--- src/rtl/enable_counter_pkg.sv ---
// Shared constants, count type and elaboration-time parameter check for enable_counter.
package enable_counter_pkg;

  localparam int unsigned DEFAULT_WIDTH = 8;

  typedef logic [DEFAULT_WIDTH-1:0] count_t;

  // True when width is 1..32 and both step (nonzero) and reset value fit in width bits.
  function automatic bit params_ok(input int unsigned width,
                                   input int unsigned step,
                                   input int unsigned reset_value);
    logic [63:0] lim;
    if (width < 1 || width > 32) return 1'b0;
    lim = 64'd1 << width;
    return (step != 0) && ({32'd0, step} < lim) && ({32'd0, reset_value} < lim);
  endfunction

endpackage

--- src/rtl/enable_counter_core.sv ---
// Count register with synchronous reset and the enable-gated next-state adder.
module enable_counter_core #(
  parameter int unsigned      WIDTH   = 8,
  parameter logic [WIDTH-1:0] STEP_V  = 1,
  parameter logic [WIDTH-1:0] RESET_V = '0
) (
  input  logic             i_clk,
  input  logic             i_reset,
  input  logic             i_enable,
  output logic [WIDTH-1:0] o_count
);

  logic [WIDTH-1:0] r_count;
  logic [WIDTH-1:0] w_next;

  // Plain WIDTH-bit add: the carry is dropped, giving silent modulo wrap.
  assign w_next = r_count + STEP_V;

  always_ff @(posedge i_clk) begin
    if (i_reset) begin
      r_count <= RESET_V;
    end else if (i_enable) begin
      r_count <= w_next;
    end
  end

  assign o_count = r_count;

endmodule

--- src/rtl/enable_counter.sv ---
// Top: parameter validation and legacy port order (out, enable, clk, reset) around the core.
module enable_counter
  import enable_counter_pkg::*;
#(
  parameter int unsigned WIDTH       = DEFAULT_WIDTH,
  parameter int unsigned STEP        = 1,
  parameter int unsigned RESET_VALUE = 0
) (
  output logic [WIDTH-1:0] out,
  input  logic             enable,
  input  logic             clk,
  input  logic             reset
);

  if (!params_ok(WIDTH, STEP, RESET_VALUE)) begin : g_param_err
    $fatal(1, "enable_counter: illegal parameters WIDTH=%0d STEP=%0d RESET_VALUE=%0d",
           WIDTH, STEP, RESET_VALUE);
  end

  enable_counter_core #(
    .WIDTH   (WIDTH),
    .STEP_V  (WIDTH'(STEP)),
    .RESET_V (WIDTH'(RESET_VALUE))
  ) u_core (
    .i_clk    (clk),
    .i_reset  (reset),
    .i_enable (enable),
    .o_count  (out)
  );

endmodule

--- config.mk ---
export PLATFORM = sky130hd
export DESIGN_NAME = enable_counter
export DESIGN_NICKNAME = d
export VERILOG_FILES = /design/src/rtl/enable_counter_pkg.sv /design/src/rtl/enable_counter_core.sv /design/src/rtl/enable_counter.sv
export SDC_FILE = /design/constraint.sdc
export NUM_CORES = 1
export LEC_CHECK = 0
export BUFFER_PORTS_ARGS = -buffer_cell sky130_fd_sc_hd__buf_4
export CAP_MARGIN = 20
export CORE_AREA = 5 5 42 44
export DETAILED_ROUTE_END_ITERATION = 7
export DIE_AREA = 0 0 47 49
export GPL_TIMING_DRIVEN = 0
export PLACE_DENSITY_LB_ADDON = 0.08
export SETUP_SLACK_MARGIN = 0.2
export SLEW_MARGIN = 10
export SYNTH_ARGS = -nofsm -noshare
export SYNTH_HDL_FRONTEND = slang
export SYNTH_SLANG_ARGS = --single-unit
--- constraint.sdc ---
create_clock -name clk -period 2.53 [get_ports clk]
set_input_delay 0 -clock clk [delete_from_list [all_inputs] [get_ports clk]]
set_output_delay 0 -clock clk [all_outputs]
set_load 0.01 [all_outputs]
==> results of run 1 <==
-- cells in the final DEF (no fill, tap or decap), drive strengths merged, types with 2 or more instances in the layout --
cell / Yosys / layout
clkbuf: 0 / 3
nand3: 2 / 2
nor2: 5 / 5
or3: 3 / 3
nand2: 2 / 2
o21ai: 3 / 3
nand4: 3 / 3
xor2: 3 / 3
buf: 2 / 10
dfxtp: 8 / 8
a21oi: 3 / 3
-- layer usage --
layer	vias up	GRT usage	share of wire
li1	154	-	-
met1	124	0.0885	0.47
met2	5	0.104	0.46
met3	2	0.0258	0.065
met4	0	0.0276	0.0070
met5	-	0	0
-- synth_stat cells (all sizes together) --
cell type  number
a21oi           3
buf             2
dfxtp           8
ha              1
mux2i           1
nand2           2
nand3           2
nand4           3
nor2            5
o21ai           3
or3             3
xnor2           1
xor2            3
-- kinds of logic after synthesis --
kind of cell / share of synthesized area
compound gates: 0.0885
xor+xnor: 0.103
fa+ha+maj: 0.0369
buf+inv: 0.0332
flops: 0.472
mux: 0.0295
simple gates: 0.236
-- critical path: stages (launching register included) --
cell and delay, ns:
dfxtp_1 0.40, ha_1 0.22, nand3_1 0.10, or3_1 0.35, a21oi_1 0.13
-- through the flow --
stage	utilization	instance area, sq um	worst slack (ns)
finish	0.315	442	1.26
global route	0.315	442	1.17
CTS	0.315	442	1.25
detailed placement	0.299	419	1.26
global placement	0.299	419	1.29
floorplan	-	339	1.28
-- power groups by stage --
| stage | Clock [mW] | Combinational (mW) | Sequential [mW] |
|---|---|---|---|
| 3_3_place_gp | 0 | 0.0195 | 0.136 |
| 6_report | 0.0969 | 0.0197 | 0.134 |
| 2_1_floorplan | 0 | 0.0110 | 0.138 |
| 5_1_grt | 0.102 | 0.0223 | 0.135 |
| 4_1_cts | 0.0974 | 0.0202 | 0.134 |
| 3_5_place_dp | 0 | 0.0201 | 0.137 |
-- area by class of cell --
cell class / count / share of cell area
multi-input cells: 27 / 0.380
flip-flops and latches: 8 / 0.363
repair buffers: 8 / 0.136
clock buffers: 3 / 0.0510
well taps: 16 / 0.0453
plain buffers: 2 / 0.0255
-- worst max path at each step --
| stage | slack [ns] | end | cells after the start |
|---|---|---|---|
| after floorplan | 1.28 | u_core.o_count[6] | 4 |
| final | 1.26 | u_core.o_count[6] | 4 |
| after CTS | 1.25 | u_core.o_count[6] | 4 |
| after global placement | 1.29 | u_core.o_count[6] | 4 |
| after detailed placement | 1.26 | u_core.o_count[6] | 4 |
| after global routing | 1.17 | u_core.o_count[6] | 4 |
==> summary.md, run 1 <==
| Metric | Value |
|---|---|
| Outcome | finished, final reports clean |
| Placed Cells | 61 |
| Final std cells w/o fill | 64 |
| Die area | 2300 sq um |
| Synth-to-Final Area Change | 30.3% |
| Dpl hpwl | 540 microns |
| IO Count | 11 |
| Hold Crit Class | in2reg |
| Worst Hold Path EP | u_core.o_count[0] |
| WL/cell | 11.1 microns |
| Skew final | 0.00680 ns |
| Reg power frac | 0.535 |
| Switching Fraction | 0.227 |
| Synthesized cell area | 339 sq um |
| Diodes inserted | 0 |
| Tcrit/Tclk final | 0.503 |
| Vias/cell | 4.45 |
| Core area | 1400 sq um |
| Layout cells sized above 1 | 0.271 |
| CTS buffer count | 3 |
| WS Path Type | reg2reg |
| Unique masters post-synth | 15 |
| Relative slew slack | 0.777 |
| Clk pwr share | 0.387 |
| GRT Residual Overflow | 0 |
| RSZ-0062 raised after global routing | no |
| Clock Tree Buf Depth | 2 |
| CTS tree | yes |
| Routed WL | 711 microns |
| Buffers on Ports | 8 |
| Setup TNS Final | 0 ns |
| Syn_nets | 41 |
| Worst Setup SP | u_core.o_count[0] |
| Power consumption | 0.251 mW |
| Net count, final | 54 |
| Post-route ant nets | 0 |
| Worst R2R Start | u_core.o_count[0] |
| Final Slew Violations | 0 |
| Via count | 285 |
| Post-synthesis cell count | 37 |
| Measured slew at the worst slew-check pin | 0.335 ns |
| First-pass DRT Iterations | 3 |
| Die span in x | 47 microns |
| Clock Latency Late Sink | 0.25 ns |
| Synth area leaders | dfxtp_1 (47%), xor2_1 (7.7%), nor2_1 (5.5%), or3_1 (5.5%), a21oi_1 (4.4%) |
| R2R Setup Slk | 1.26 ns |
| CP Max Fanout | 4 |
| Register clock-pin slew on the reported worst setup and hold paths | 0.06 ns |
| Die Y-Extent | 49 microns |
| Cells resized by post-CTS repair | 0 |
| Initial DRC Count | 2 |
| Largest net degree at the start of global routing | 9 |
| Worst r2r dst | u_core.o_count[6] |
| PD cells | 568 nW/um^2 |
| Worst Setup End Kind | register |
| Starting Density | 0.242 |
| Critical path arrival | 1.46 ns |
| Max H-tree Level | 1 |
| Fillers | 163 |
| Antenna violations before repair | 0 |
| Final Hold Fails | 0 |
| Post-synthesis sequential area ratio | 0.472 |
| Switch Pwr | 0.0569 mW |
| Max Cap Viol | 0 |
| DRC Markers | 0 |
| Internal Power | 0.194 mW |
| #FFs+latches synth | 8 |
| RePlAce Congestion | 0.689 |
| Leakage Power | 0.188 nW |
| Total track usage | 0.0699 |
| Clock Sinks | 8 |
| Max reg flops | 8 |
| Final setup fails | 0 |
| Worst hold slack | 0.0581 ns |
| FP Rows | 14 |
| Fmax | 785 MHz |
| Post-CTS Setup Bufs | 0 |
| R2r worst-path depth | 4 |
| Comb power frac | 0.078 |
| Hold Crit Start | enable |
| YS warnings | 0 |
| Root buffer cell | clkbuf_4 |
| Hold Crit Depth | 3 |
| Area of the multi-input gates | 168 sq um |
| Critical Path Start Type | register |
| Worst Path Required | 2.71 ns |
| Synth top area share | 0.472 |
| Mapped Avg Cell Area | 9.16 sq um |
| Sequential cell area | 160 sq um |
| Final min period | 1.27 ns |
| # hold bufs at CTS | 0 |
| Max VDD drop | 0.239 mV |
| Global-route wire length before repair | 1220 microns |
| Synth area leader | dfxtp_1 |
| Vias in the first global route | 298 |
Note: power is estimated with default switching activity, not from simulation.
==> run 2, diff against run 1 <==
ABC_AREA = 1   (was unset)
clock period = 1.1 ns   (was 2.53 ns; I/O delays follow)
==> run 2 against run 1 <==
Net effect:
- non-clock buffer count up 7
- die area unchanged
- flip-flop and latch count unchanged
- synthesized area up 6.6%
- largest cell class unchanged
- power rose to 2.5 times the previous value
- fmax up 29%
- design area up 36%
- final cell count up 33%
- first-iteration DRC count rose to 5.5 times the previous value
- core utilization up 11 points
- sequential share of layout area down 7.3 points
- critical path depth up 1
==> summary.md, run 2 <==
| Metric | Value |
|---|---|
| Post-synth EDFFs | 0 (unchanged) |
| FP Rows | 14 (unchanged) |
| Clock Sinks | 8 (unchanged) |
| Buffers on Ports | 10 (+2) |
| PD cells | 1060 nW/um^2 (+86%) |
| WL/cell | 10.6 microns (-4.8%) |
| Synth area leader | dfxtp_1 |
| Post-synthesis sequential area ratio | 0.443 (-0.0294) |
| Worst Hold Path EP | u_core.o_count[2] |
| Vias in the first global route | 339 (+14%) |
| Global-route wire length before repair | 1490 microns (+22%) |
| Leakage Power | 0.257 nW (+37%) |
| Starting Density | 0.258 (+0.0161) |
| Hold Crit Class | in2reg |
| WS Path Type | reg2reg |
| RSZ-0062 raised after global routing | yes |
| Initial DRC Count | 11 (+9) |
| Total track usage | 0.0917 (+0.0218) |
| Register clock-pin slew on the reported worst setup and hold paths | 0.06 ns (about the same) |
| Final Hold Fails | 0 (unchanged) |
| Skew final | 0.00247 ns (-0.00432 ns) |
| CP Max Fanout | 3 (-1) |
| Final Slew Violations | 0 (unchanged) |
| Tcrit/Tclk final | 0.900 (+0.397) |
| Diodes inserted | 0 (unchanged) |
| Worst r2r dst | u_core.o_count[4] |
| Post-synth top cells | dfxtp_1 (8), nand2_1 (8), inv_1 (7), a21oi_1 (6), nor2_1 (6) |
| Vias/cell | 4.49 (+0.92%) |
| YS warnings | 0 (unchanged) |
| Worst Path Required | 1.26 ns (-1.45 ns) |
| CTS tree | yes |
| Post-synth ARST share | 0 (unchanged) |
| Setup TNS Final | 0 ns (unchanged) |
| Worst Setup End Kind | register |
| Max VDD drop | 0.585 mV (+140%) |
| Syn_nets | 52 (+27%) |
| Clock Tree Buf Depth | 2 (unchanged) |
| R2R Setup Slk | 0.11 ns (-1.15 ns) |
| Layout Utilization | 0.429 (+0.113) |
| Measured slew at the worst slew-check pin | 0.212 ns (-0.123 ns) |
| Die area | 2300 sq um (unchanged) |
| Layout cells sized above 1 | 0.493 (+0.222) |
| Ys flop type | dfxtp_1 |
| Unique masters post-synth | 14 (-1) |
| Hold Crit Start | enable |
| #FFs+latches synth | 8 (unchanged) |
| Synth top area share | 0.443 (-0.0294) |
| Net count, final | 74 (+37%) |
| Synth-to-Final Area Change | 66.1% |
| Fmax | 1010 MHz (+29%) |
| Max H-tree Level | 1 (unchanged) |
| IO Count | 11 (unchanged) |
| Critical path arrival | 1.15 ns (-0.31 ns) |
| Worst Setup SP | u_core.o_count[0] |
| Max reg flops | 8 (unchanged) |
| Critical Path Start Type | register |
| Die span in x | 47 microns (unchanged) |
| CTS buffer count | 3 (unchanged) |
| GRT Residual Overflow | 0 (unchanged) |
| Via count | 382 (+34%) |
| Antenna violations before repair | 0 (unchanged) |
| Most frequent cells in the layout | buf_4 (14), nand2_1 (7), a21oi_1 (6), inv_1 (6), nor2_1 (6) |
| Core area | 1400 sq um (unchanged) |
| Synthesized cell area | 362 sq um (+6.6%) |
| DRC Markers | 0 (unchanged) |
| Final setup fails | 0 (unchanged) |
| Post-synthesis cell count | 48 (+30%) |
| Final min period | 0.990 ns (-0.283 ns) |
| Die Y-Extent | 49 microns (unchanged) |
| Commonest non-fill, non-tap cell in the layout | buf_4 |
| Dpl hpwl | 575 microns (+6.5%) |
| Outcome | finished, final reports clean |
| Worst hold slack | 0.0480 ns (-0.0101 ns) |
| Clock Latency Late Sink | 0.27 ns (+0.02 ns) |
| Root buffer cell | clkbuf_4 |
| First-pass DRT Iterations | 4 (+1) |
| Max Cap Viol | 0 (unchanged) |
| Worst R2R Start | u_core.o_count[0] |
| Relative slew slack | 0.859 (+0.0819) |
| R2r worst-path depth | 5 (+1) |
| Largest net degree at the start of global routing | 8 (-1) |
| Hold Crit Depth | 3 (unchanged) |
| Synth area leaders | dfxtp_1 (44%), a21oi_1 (8.3%), nand2_1 (8.3%), inv_1 (7.3%), nor2_1 (6.2%) |
| RePlAce Congestion | 0.659 (-4.4%) |
| Mapped Avg Cell Area | 7.53 sq um (-18%) |
| Post-route ant nets | 0 (unchanged) |
| Routed WL | 899 microns (+26%) |
-- run 2: cell types whose count changed in the layout (fill, tap and decap cells not counted), sizes merged, moves of 3 or more --
cell	previous run	this run
nand2	2	9
buf	10	15
inv	0	7
xor2	3	0
nor2	5	8
or3	3	0
a21oi	3	6
-- run 2: cell families after synthesis --
kind of cell             count (synthesis)  share of synthesized area
AO/OA/AOI/OAI                            9                      0.125
adder cells (fa/ha/maj)                  1                     0.0346
buffers and inverters                    7                     0.0727
flip-flops                               8                      0.443
AND/OR/NAND/NOR                         23                      0.325
-- run 2: worst max-delay path by stage --
stage,endpoint,slack (ns),depth (start not counted)
after floorplan,u_core.o_count[6],0.12,6
after global placement,u_core.o_count[6],0.06,6
after detailed placement,u_core.o_count[6],0.06,6
after CTS,u_core.o_count[6],0.11,6
after global routing,u_core.o_count[4],0.05,5
final,u_core.o_count[4],0.11,5
-- run 2: area by class of cell --
type | count | area, sq um
timing repair buffer | 17 | 136
tap | 16 | 20.0
clock buffer | 4 | 26.3
inverter | 7 | 26.3
fill | 161 | 801
sequential | 8 | 174
multi-input combinational | 33 | 218
-- run 2: timing repair --
item                       4_1_cts  5_1_grt
setup buffers                    2        3
pin swaps                        2        3
cloned                           0        0
hold endpoints to repair         3        1
setup endpoints to repair        5        7
hold buffers                     1        1
gates resized for setup          4        6
-- run 2: report_power, final --
group | leakage, nW | total [mW] | switching, mW | internal (mW)
clock | 0.0150 | 0.262 | 0.122 | 0.140
sequential | 0.0680 | 0.305 | 0.0104 | 0.295
combinational | 0.174 | 0.0674 | 0.0304 | 0.0369
total | 0.257 | 0.635 | 0.163 | 0.472
-- run 2: through the flow --
stage	area, sq um	cells	power [mW]	setup WS, ns
finish	601	85	0.635	0.110
global route	601	85	0.664	0.0490
CTS	546	81	0.633	0.109
detailed placement	479	74	0.364	0.0587
global placement	479	74	0.365	0.0586
floorplan	384	48	0.338	0.116
-- run 2: worst max-delay path, stage by stage, from the launching register on --
cell	delay [ns]
dfxtp_4	0.37
ha_4	0.15
nand3_4	0.08
nor2_4	0.14
buf_4	0.12
nor3_2	0.03
-- run 2: routing by layer --
metal  vias to the layer above  routed length [microns]  GRT usage
met5                         -                        0          0
met3                         3                       50     0.0221
li1                        198                        -          -
met2                         9                      413      0.115
met4                         0                       29     0.0691
met1                       172                      406      0.128
